===== src/rtl/dmem_pkg.sv =====
// -----------------------------------------------------------------------------
// dmem_pkg
//   Shared definitions for the data-memory responder: access size codes,
//   responder FSM states and the alignment helper.
// -----------------------------------------------------------------------------
package dmem_pkg;

   localparam logic [1:0] SZ_NONE = 2'b00;
   localparam logic [1:0] SZ_BYTE = 2'b01;
   localparam logic [1:0] SZ_HALF = 2'b10;
   localparam logic [1:0] SZ_WORD = 2'b11;

   typedef enum logic [1:0] {
      ST_IDLE = 2'd0,
      ST_BUSY = 2'd1,
      ST_RESP = 2'd2
   } state_e;

   // Half accesses need an even address, words a 4-byte aligned one.
   function automatic logic size_aligned(input logic [1:0] size,
                                         input logic [1:0] addr_lo);
      case (size)
         SZ_HALF: return ~addr_lo[0];
         SZ_WORD: return (addr_lo == 2'b00);
         default: return 1'b1;
      endcase
   endfunction

endpackage


===== src/rtl/dmem_lane_ctrl.sv =====
// -----------------------------------------------------------------------------
// dmem_lane_ctrl
//   Combinational little-endian lane steering for byte/half/word accesses.
//   Ports:
//     size       in   access size code (SZ_*)
//     addr_lo    in   byte address bits [1:0]
//     wdata      in   store data, right-justified
//     rword      in   32-bit word read from the array
//     byte_en    out  per-byte write enables
//     wdata_lane out  store data replicated onto its lanes
//     rdata_ext  out  selected load data, sign-extended to 32 bits
//     misalign   out  address is not aligned for the size
// -----------------------------------------------------------------------------
module dmem_lane_ctrl
   import dmem_pkg::*;
(
   input  logic [1:0]  size,
   input  logic [1:0]  addr_lo,
   input  logic [31:0] wdata,
   input  logic [31:0] rword,
   output logic [3:0]  byte_en,
   output logic [31:0] wdata_lane,
   output logic [31:0] rdata_ext,
   output logic        misalign
);

   logic [7:0]  rbyte;
   logic [15:0] rhalf;

   always_comb begin
      byte_en    = '0;
      wdata_lane = '0;
      rdata_ext  = '0;
      misalign   = ~size_aligned(size, addr_lo);
      rbyte      = rword[{addr_lo, 3'b000} +: 8];
      rhalf      = addr_lo[1] ? rword[31:16] : rword[15:0];
      case (size)
         SZ_BYTE: begin
            byte_en    = 4'b0001 << addr_lo;
            wdata_lane = {4{wdata[7:0]}};
            rdata_ext  = {{24{rbyte[7]}}, rbyte};
         end
         SZ_HALF: begin
            byte_en    = addr_lo[1] ? 4'b1100 : 4'b0011;
            wdata_lane = {2{wdata[15:0]}};
            rdata_ext  = {{16{rhalf[15]}}, rhalf};
         end
         SZ_WORD: begin
            byte_en    = 4'b1111;
            wdata_lane = wdata;
            rdata_ext  = rword;
         end
         default: ;
      endcase
   end

endmodule


===== src/rtl/dmem_responder.sv =====
// -----------------------------------------------------------------------------
// dmem_responder
//   Memory-side responder for the core data port. Accepts one load or store
//   at a time, waits LATENCY cycles, commits to an internal little-endian
//   array and returns a single-cycle response.
//   Ports:
//     clk          in   clock, rising edge
//     reset        in   asynchronous active-low reset
//     req_valid    in   request present
//     req_ready    out  request can be accepted this cycle
//     req_memread  in   load size (SZ_*)
//     req_memwrite in   store size (SZ_*)
//     req_addr     in   byte address (upper bits wrap)
//     req_wdata    in   store data
//     resp_valid   out  one-cycle response pulse
//     resp_rdata   out  sign-extended load data, 0 for stores/errors
//     resp_err     out  request was illegal, no memory effect
// -----------------------------------------------------------------------------
module dmem_responder
   import dmem_pkg::*;
#(
   parameter int unsigned ADDR_BITS = 8,
   parameter int unsigned LATENCY   = 2
) (
   input  logic        clk,
   input  logic        reset,
   input  logic        req_valid,
   output logic        req_ready,
   input  logic [1:0]  req_memread,
   input  logic [1:0]  req_memwrite,
   input  logic [31:0] req_addr,
   input  logic [31:0] req_wdata,
   output logic        resp_valid,
   output logic [31:0] resp_rdata,
   output logic        resp_err
);

   localparam int unsigned IW       = ADDR_BITS - 2;
   localparam int unsigned WORDS    = 2 ** IW;
   localparam logic [3:0]  CNT_LOAD = 4'(LATENCY - 1);

   state_e               state_q, state_d;
   logic [3:0]           cnt_q, cnt_d;
   logic [ADDR_BITS-1:0] addr_q, addr_d;
   logic [31:0]          wdata_q, wdata_d;
   logic [1:0]           rd_q, rd_d;
   logic [1:0]           wr_q, wr_d;
   logic [31:0]          rdata_q, rdata_d;
   logic                 err_q, err_d;

   logic [31:0]          mem_q [WORDS];

   logic                 accept, commit, mem_we, acc_err;
   logic [ADDR_BITS-1:0] acc_addr;
   logic [31:0]          acc_wdata;
   logic [1:0]           acc_rd, acc_wr, acc_size;
   logic [IW-1:0]        mem_idx;
   logic [31:0]          rword, wlane, lval;
   logic [3:0]           byte_en;
   logic                 misalign;

   logic                 unused_addr_hi;
   assign unused_addr_hi = ^req_addr[31:ADDR_BITS];

   // With single-cycle latency the commit happens on the accept edge itself,
   // so the access must be taken from the live request, not the capture regs.
   always_comb begin
      if (LATENCY == 1) begin
         acc_addr  = req_addr[ADDR_BITS-1:0];
         acc_wdata = req_wdata;
         acc_rd    = req_memread;
         acc_wr    = req_memwrite;
      end else begin
         acc_addr  = addr_q;
         acc_wdata = wdata_q;
         acc_rd    = rd_q;
         acc_wr    = wr_q;
      end
      acc_size = (acc_rd != SZ_NONE) ? acc_rd : acc_wr;
      mem_idx  = acc_addr[ADDR_BITS-1:2];
      rword    = mem_q[mem_idx];
   end

   dmem_lane_ctrl u_lane (
      .size       (acc_size),
      .addr_lo    (acc_addr[1:0]),
      .wdata      (acc_wdata),
      .rword      (rword),
      .byte_en    (byte_en),
      .wdata_lane (wlane),
      .rdata_ext  (lval),
      .misalign   (misalign)
   );

   always_comb begin
      state_d   = state_q;
      cnt_d     = cnt_q;
      addr_d    = addr_q;
      wdata_d   = wdata_q;
      rd_d      = rd_q;
      wr_d      = wr_q;
      rdata_d   = rdata_q;
      err_d     = err_q;

      req_ready = (state_q == ST_IDLE) || (state_q == ST_RESP);
      accept    = req_valid && req_ready &&
                  ((req_memread != SZ_NONE) || (req_memwrite != SZ_NONE));

      case (state_q)
         ST_IDLE: if (accept) state_d = (LATENCY == 1) ? ST_RESP : ST_BUSY;
         ST_BUSY: begin
            cnt_d = cnt_q - 4'd1;
            if (cnt_q == 4'd1) state_d = ST_RESP;
         end
         ST_RESP: begin
            if (accept) state_d = (LATENCY == 1) ? ST_RESP : ST_BUSY;
            else        state_d = ST_IDLE;
         end
         default: state_d = ST_IDLE;
      endcase

      if (accept) begin
         addr_d  = req_addr[ADDR_BITS-1:0];
         wdata_d = req_wdata;
         rd_d    = req_memread;
         wr_d    = req_memwrite;
         cnt_d   = CNT_LOAD;
      end

      // Loads and stores both commit on the edge that enters RESP.
      commit  = (state_d == ST_RESP);
      acc_err = ((acc_rd != SZ_NONE) && (acc_wr != SZ_NONE)) || misalign;
      mem_we  = commit && reset && !acc_err && (acc_rd == SZ_NONE);
      if (commit) begin
         err_d   = acc_err;
         rdata_d = (!acc_err && (acc_rd != SZ_NONE)) ? lval : '0;
      end
   end

   always_ff @(posedge clk or negedge reset) begin
      if (!reset) begin
         state_q <= ST_IDLE;
         cnt_q   <= '0;
         addr_q  <= '0;
         wdata_q <= '0;
         rd_q    <= SZ_NONE;
         wr_q    <= SZ_NONE;
         rdata_q <= '0;
         err_q   <= 1'b0;
      end else begin
         state_q <= state_d;
         cnt_q   <= cnt_d;
         addr_q  <= addr_d;
         wdata_q <= wdata_d;
         rd_q    <= rd_d;
         wr_q    <= wr_d;
         rdata_q <= rdata_d;
         err_q   <= err_d;
      end
   end

   // Storage is deliberately not reset.
   always_ff @(posedge clk) begin
      if (mem_we) begin
         for (int unsigned i = 0; i < 4; i++) begin
            if (byte_en[i]) mem_q[mem_idx][8*i +: 8] <= wlane[8*i +: 8];
         end
      end
   end

   assign resp_valid = (state_q == ST_RESP);
   assign resp_rdata = rdata_q;
   assign resp_err   = err_q;

endmodule


===== config.mk =====
export PLATFORM = sky130hd
export DESIGN_NAME = dmem_responder
export DESIGN_NICKNAME = d
export VERILOG_FILES = /design/src/rtl/dmem_pkg.sv /design/src/rtl/dmem_lane_ctrl.sv /design/src/rtl/dmem_responder.sv
export SDC_FILE = /design/constraint.sdc
export NUM_CORES = 2
export LEC_CHECK = 0
export CORE_AREA = 2 2 424 426
export CTS_CLUSTER_DIAMETER = 60
export DETAILED_ROUTE_END_ITERATION = 8
export DIE_AREA = 0 0 426 428
export SYNTH_ARGS = -nofsm -noshare
export SYNTH_HDL_FRONTEND = slang
export SYNTH_HIERARCHICAL = 1
export SYNTH_SLANG_ARGS = --single-unit

===== constraint.sdc =====
create_clock -name clk -period 8.2 [get_ports clk]
set_input_delay 0.82 -clock clk [delete_from_list [all_inputs] [get_ports clk]]
set_output_delay 0.82 -clock clk [all_outputs]
set_load 0.01 [all_outputs]

==> results.py <==
metrics = {
    "sta": {
        "period_share_pct": 66.00,
        "finalClockSkew_ns": 0.04219,
        "relSlewSlack_pct": 13.10,
        "rsz0062_at_grt": "false",
        "finalHoldViolations": 0,
        "setup_violations": 0,
        "fmax_mhz": 184.8,
        "tightest_slew_ns": 1.304,
        "final_max_slew_viol_count": 0,
        "min_period_ns": 5.412,
        "tns_ns": 0,
    },
    "global_routing": {
        "grt_max_degree": 134,
        "antenna_found_initial": 8,
        "grt_pass1_vias": 43350,
        "grt_pass1_wl_microns": 315500,
        "overflow": 0,
        "grt_use_total_pct": 24.10,
    },
    "floorplanning": {
        "die_area_sq_um": 182300,
        "die_w_microns": 426,
        "placementRows": 155,
        "core_sq_um": 177600,
        "die_y_microns": 428,
        "io_pins": 106,
        "start_util_pct": 46.77,
    },
    "finish": {
        "fillers": 14070,
        "multi_input_area_sq_um": 18060,
        "final_common_cell": "edfxtp_1",
        "layout-drive-gt1-share_pct": 16.88,
        "finalNetCount": 4692,
        "register_area_sq_um": 63590,
        "final_cells": 7158,
        "mostFrequentLayoutCells": "edfxtp_1 (2,048), nor2_1 (328), nand2_1 (253)",
        "postLayoutCellArea_sq_um": 93090,
        "area_growth_pct": 12.04,
    },
    "flow_run": {
        "cap_viol_max_count": 0,
    },
    "drt": {
        "drtIter0Drc": 5735,
        "final_antenna_net_count": 0,
        "avgViaCountPerCell": 6.172,
        "vias": 44180,
        "drt_first_pass_iters": 9,
        "drt-total-wl_microns": 220800,
        "wl_per_cell_microns": 30.85,
        "route.detailed.drc": 2,
    },
    "placed_design": {
        "dp.cells": 6763,
        "portBuffers": 81,
        "place_congestion": 0.8284,
        "place_area_sq_um": 86280,
        "dp.final_hpwl_microns": 133100,
    },
    "worst_setup_path": {
        "path_cells": "buf_12 > nand2b_2 > buf_4 > o22a_1 > o21ai_0 > a21oi_1 > nand4_1 > mux2i_1 > o22ai_2 > a221o_1 > a22o_1",
        "critPathRequiredTime_ns": 8.93,
        "critPathKind": "register to register",
        "cpMaxStageDelayCell": "dfrtp_4",
        "cp-start-kind": "register",
        "worstPathMaxFanout": 88,
        "end_kind": "register",
        "max_stage_delay_ns": 0.92,
        "critical_path_arrival_ns": 6.14,
    },
    "power": {
        "p_per_area_nw_per_um2": 402.2,
        "peakVddDrop_uv": 477.7,
        "leakage_nw": 29.46,
    },
    "yosys": {
        "synthesis.area_sq_um": 83080,
        "synth_top_family_by_area": "multiplexers",
        "synth_seq_cells": 2131,
        "synthCells": 4555,
        "synth_edf_count": 2048,
        "synthArstFlopShare_pct": 3.895,
        "muxShareOfSynthArea_pct": 10.42,
        "ys_types": 72,
        "syn_nets": 4628,
        "synth_compound_area_share_pct": 7.402,
        "synthAdderAreaFrac_pct": 0.03012,
        "synth_xor_area_share_pct": 0.02108,
        "synthesis.yosys.warnings": 6,
        "avgSynthCellArea_sq_um": 18.24,
        "yosysSeqAreaShare_pct": 76.52,
        "synth-simple-area-share_pct": 3.650,
        "synthFlopType": "edfxtp_1",
    },
    "cts": {
        "cts_resized": 0,
        "cts_hold_buf": 1,
        "cts_tree": "yes",
        "cts_buffer_depth": 3,
        "numCtsBuffers": 208,
        "clkTransAtPathRegs_ns": 0.06,
        "cts-root-buf": "clkbuf_16",
        "cts.sinks": 2131,
        "cts_setup_buffers": 0,
        "clk_latency_ns": 0.86,
        "htree_levels": 4,
    },
    "worst_hold_path": {
        "min_path_type": "primary input to asynchronous set/reset pin",
    },
    "run_status": {
        "violations": "DRC",
        "run_status": "complete, but fails checks",
    },
}
## Yosys cell counts (14+ instances only)
library cell | number | area (sq um)
clkbuf_1 | 120 | 450.4
a22oi_1 | 78 | 585.6
dfrtp_1 | 83 | 2077
edfxtp_1 | 2048 | 61500
buf_1 | 22 | 82.58
o22ai_1 | 74 | 462.9
a21oi_1 | 105 | 525.5
buf_4 | 23 | 172.7
mux2i_1 | 212 | 2122
inv_1 | 14 | 52.55
o22a_1 | 29 | 254.0
mux2_2 | 93 | 1047
nor2_1 | 330 | 1239
o21ai_0 | 103 | 515.5
a211oi_1 | 31 | 232.7
nand4_1 | 31 | 193.9
nand2_1 | 253 | 949.7
a221o_1 | 15 | 150.1
a221oi_1 | 229 | 2006
mux4_2 | 242 | 5450
o211ai_1 | 32 | 240.2
a22o_1 | 69 | 604.3
a222oi_1 | 30 | 300.3
nor2b_1 | 19 | 118.9
buf_2 | 143 | 715.7
## kinds of logic after synthesis
| family | after synthesis |
|---|---|
| DFF | 2131 |
| muxes | 550 |
| adders and majority gates | 2 |
| buffers and inverters | 335 |
| xor gates and xnor gates | 2 |
| AOI/OAI and AO/OA | 826 |
| and+or+nand+nor | 709 |
## flip-flops by register name (all words and copies together), names as in the netlist
register	flops
acc_addr	8
state_q	2
mem_q	2048
acc_wdata	32
resp_rdata	32
resp_err	1
acc_rd	2
acc_wr	2
cnt_q	4
## path summary, 6_finish.rpt
kind | from | to | slack [ns] | cells past startpoint
max | acc_addr[2]$_DFFE_PN0P_ | resp_rdata[25]$_DFFE_PN0N_ | 2.79 | 11
min | reset | resp_rdata[13]$_DFFE_PN0N_ | 0.46 | 2
max reg2reg | acc_addr[2]$_DFFE_PN0P_ | resp_rdata[25]$_DFFE_PN0N_ | 2.79 | 11
min reg2reg | resp_err$_DFFE_PN0N_ | resp_err$_DFFE_PN0N_ | 0.49 | 2
max in group asynchronous | reset | resp_rdata[19]$_DFFE_PN0N_ | 6.62 | 3
min in group clk | resp_err$_DFFE_PN0N_ | resp_err$_DFFE_PN0N_ | 0.49 | 2
## routing by layer
metal / global-route usage (%) / vias up / part of all wire (%)
met5: 0 / - / 0.023
met4: 8.927 / 6 / 3.7
met3: 4.906 / 306 / 8.5
met2: 37.02 / 1989 / 47
met1: 34.18 / 23110 / 41
li1: - / 18770 / -
## power breakdown
part           total, mW  internal, mW  switching [mW]
combinational       12.5          3.68            8.81
sequential          15.4          15.1           0.343
clock               9.52          5.45            4.07
total               37.4          24.2            13.2
## through the flow
| step | utilization (%) | setup WS, ns | hold slack (ns) | power (mW) |
|---|---|---|---|---|
| after floorplan | - | 4.997 | 0.4750 | 23.10 |
| after global placement | 48.57 | 2.863 | 0.4703 | 27.89 |
| after detailed placement | 48.57 | 2.820 | 0.4746 | 28.11 |
| after CTS | 52.39 | 2.780 | 0.4131 | 37.52 |
| after global routing | 52.39 | 2.603 | 0.4660 | 38.78 |
| final | 52.40 | 2.788 | 0.4603 | 37.44 |
## critical path, delay by kind of cell, from the launching register on
kind            cells  cell delay (ns)
compound gates      6             1.66
buf+inv             2             1.25
flops               1             0.92
mux                 1             0.34
simple gates        2             0.92
## cell type report
class                   count  area share [%]
repair buffers            175           1.750
clock buffers             264           6.015
well taps                2355           3.165
inverters                  14         0.06452
flip-flops and latches   2131           68.31
clock inverters           126           1.280
multi-input cells        2089           19.40
diodes                      4         0.01075
Power figures use the tool's default switching activity.
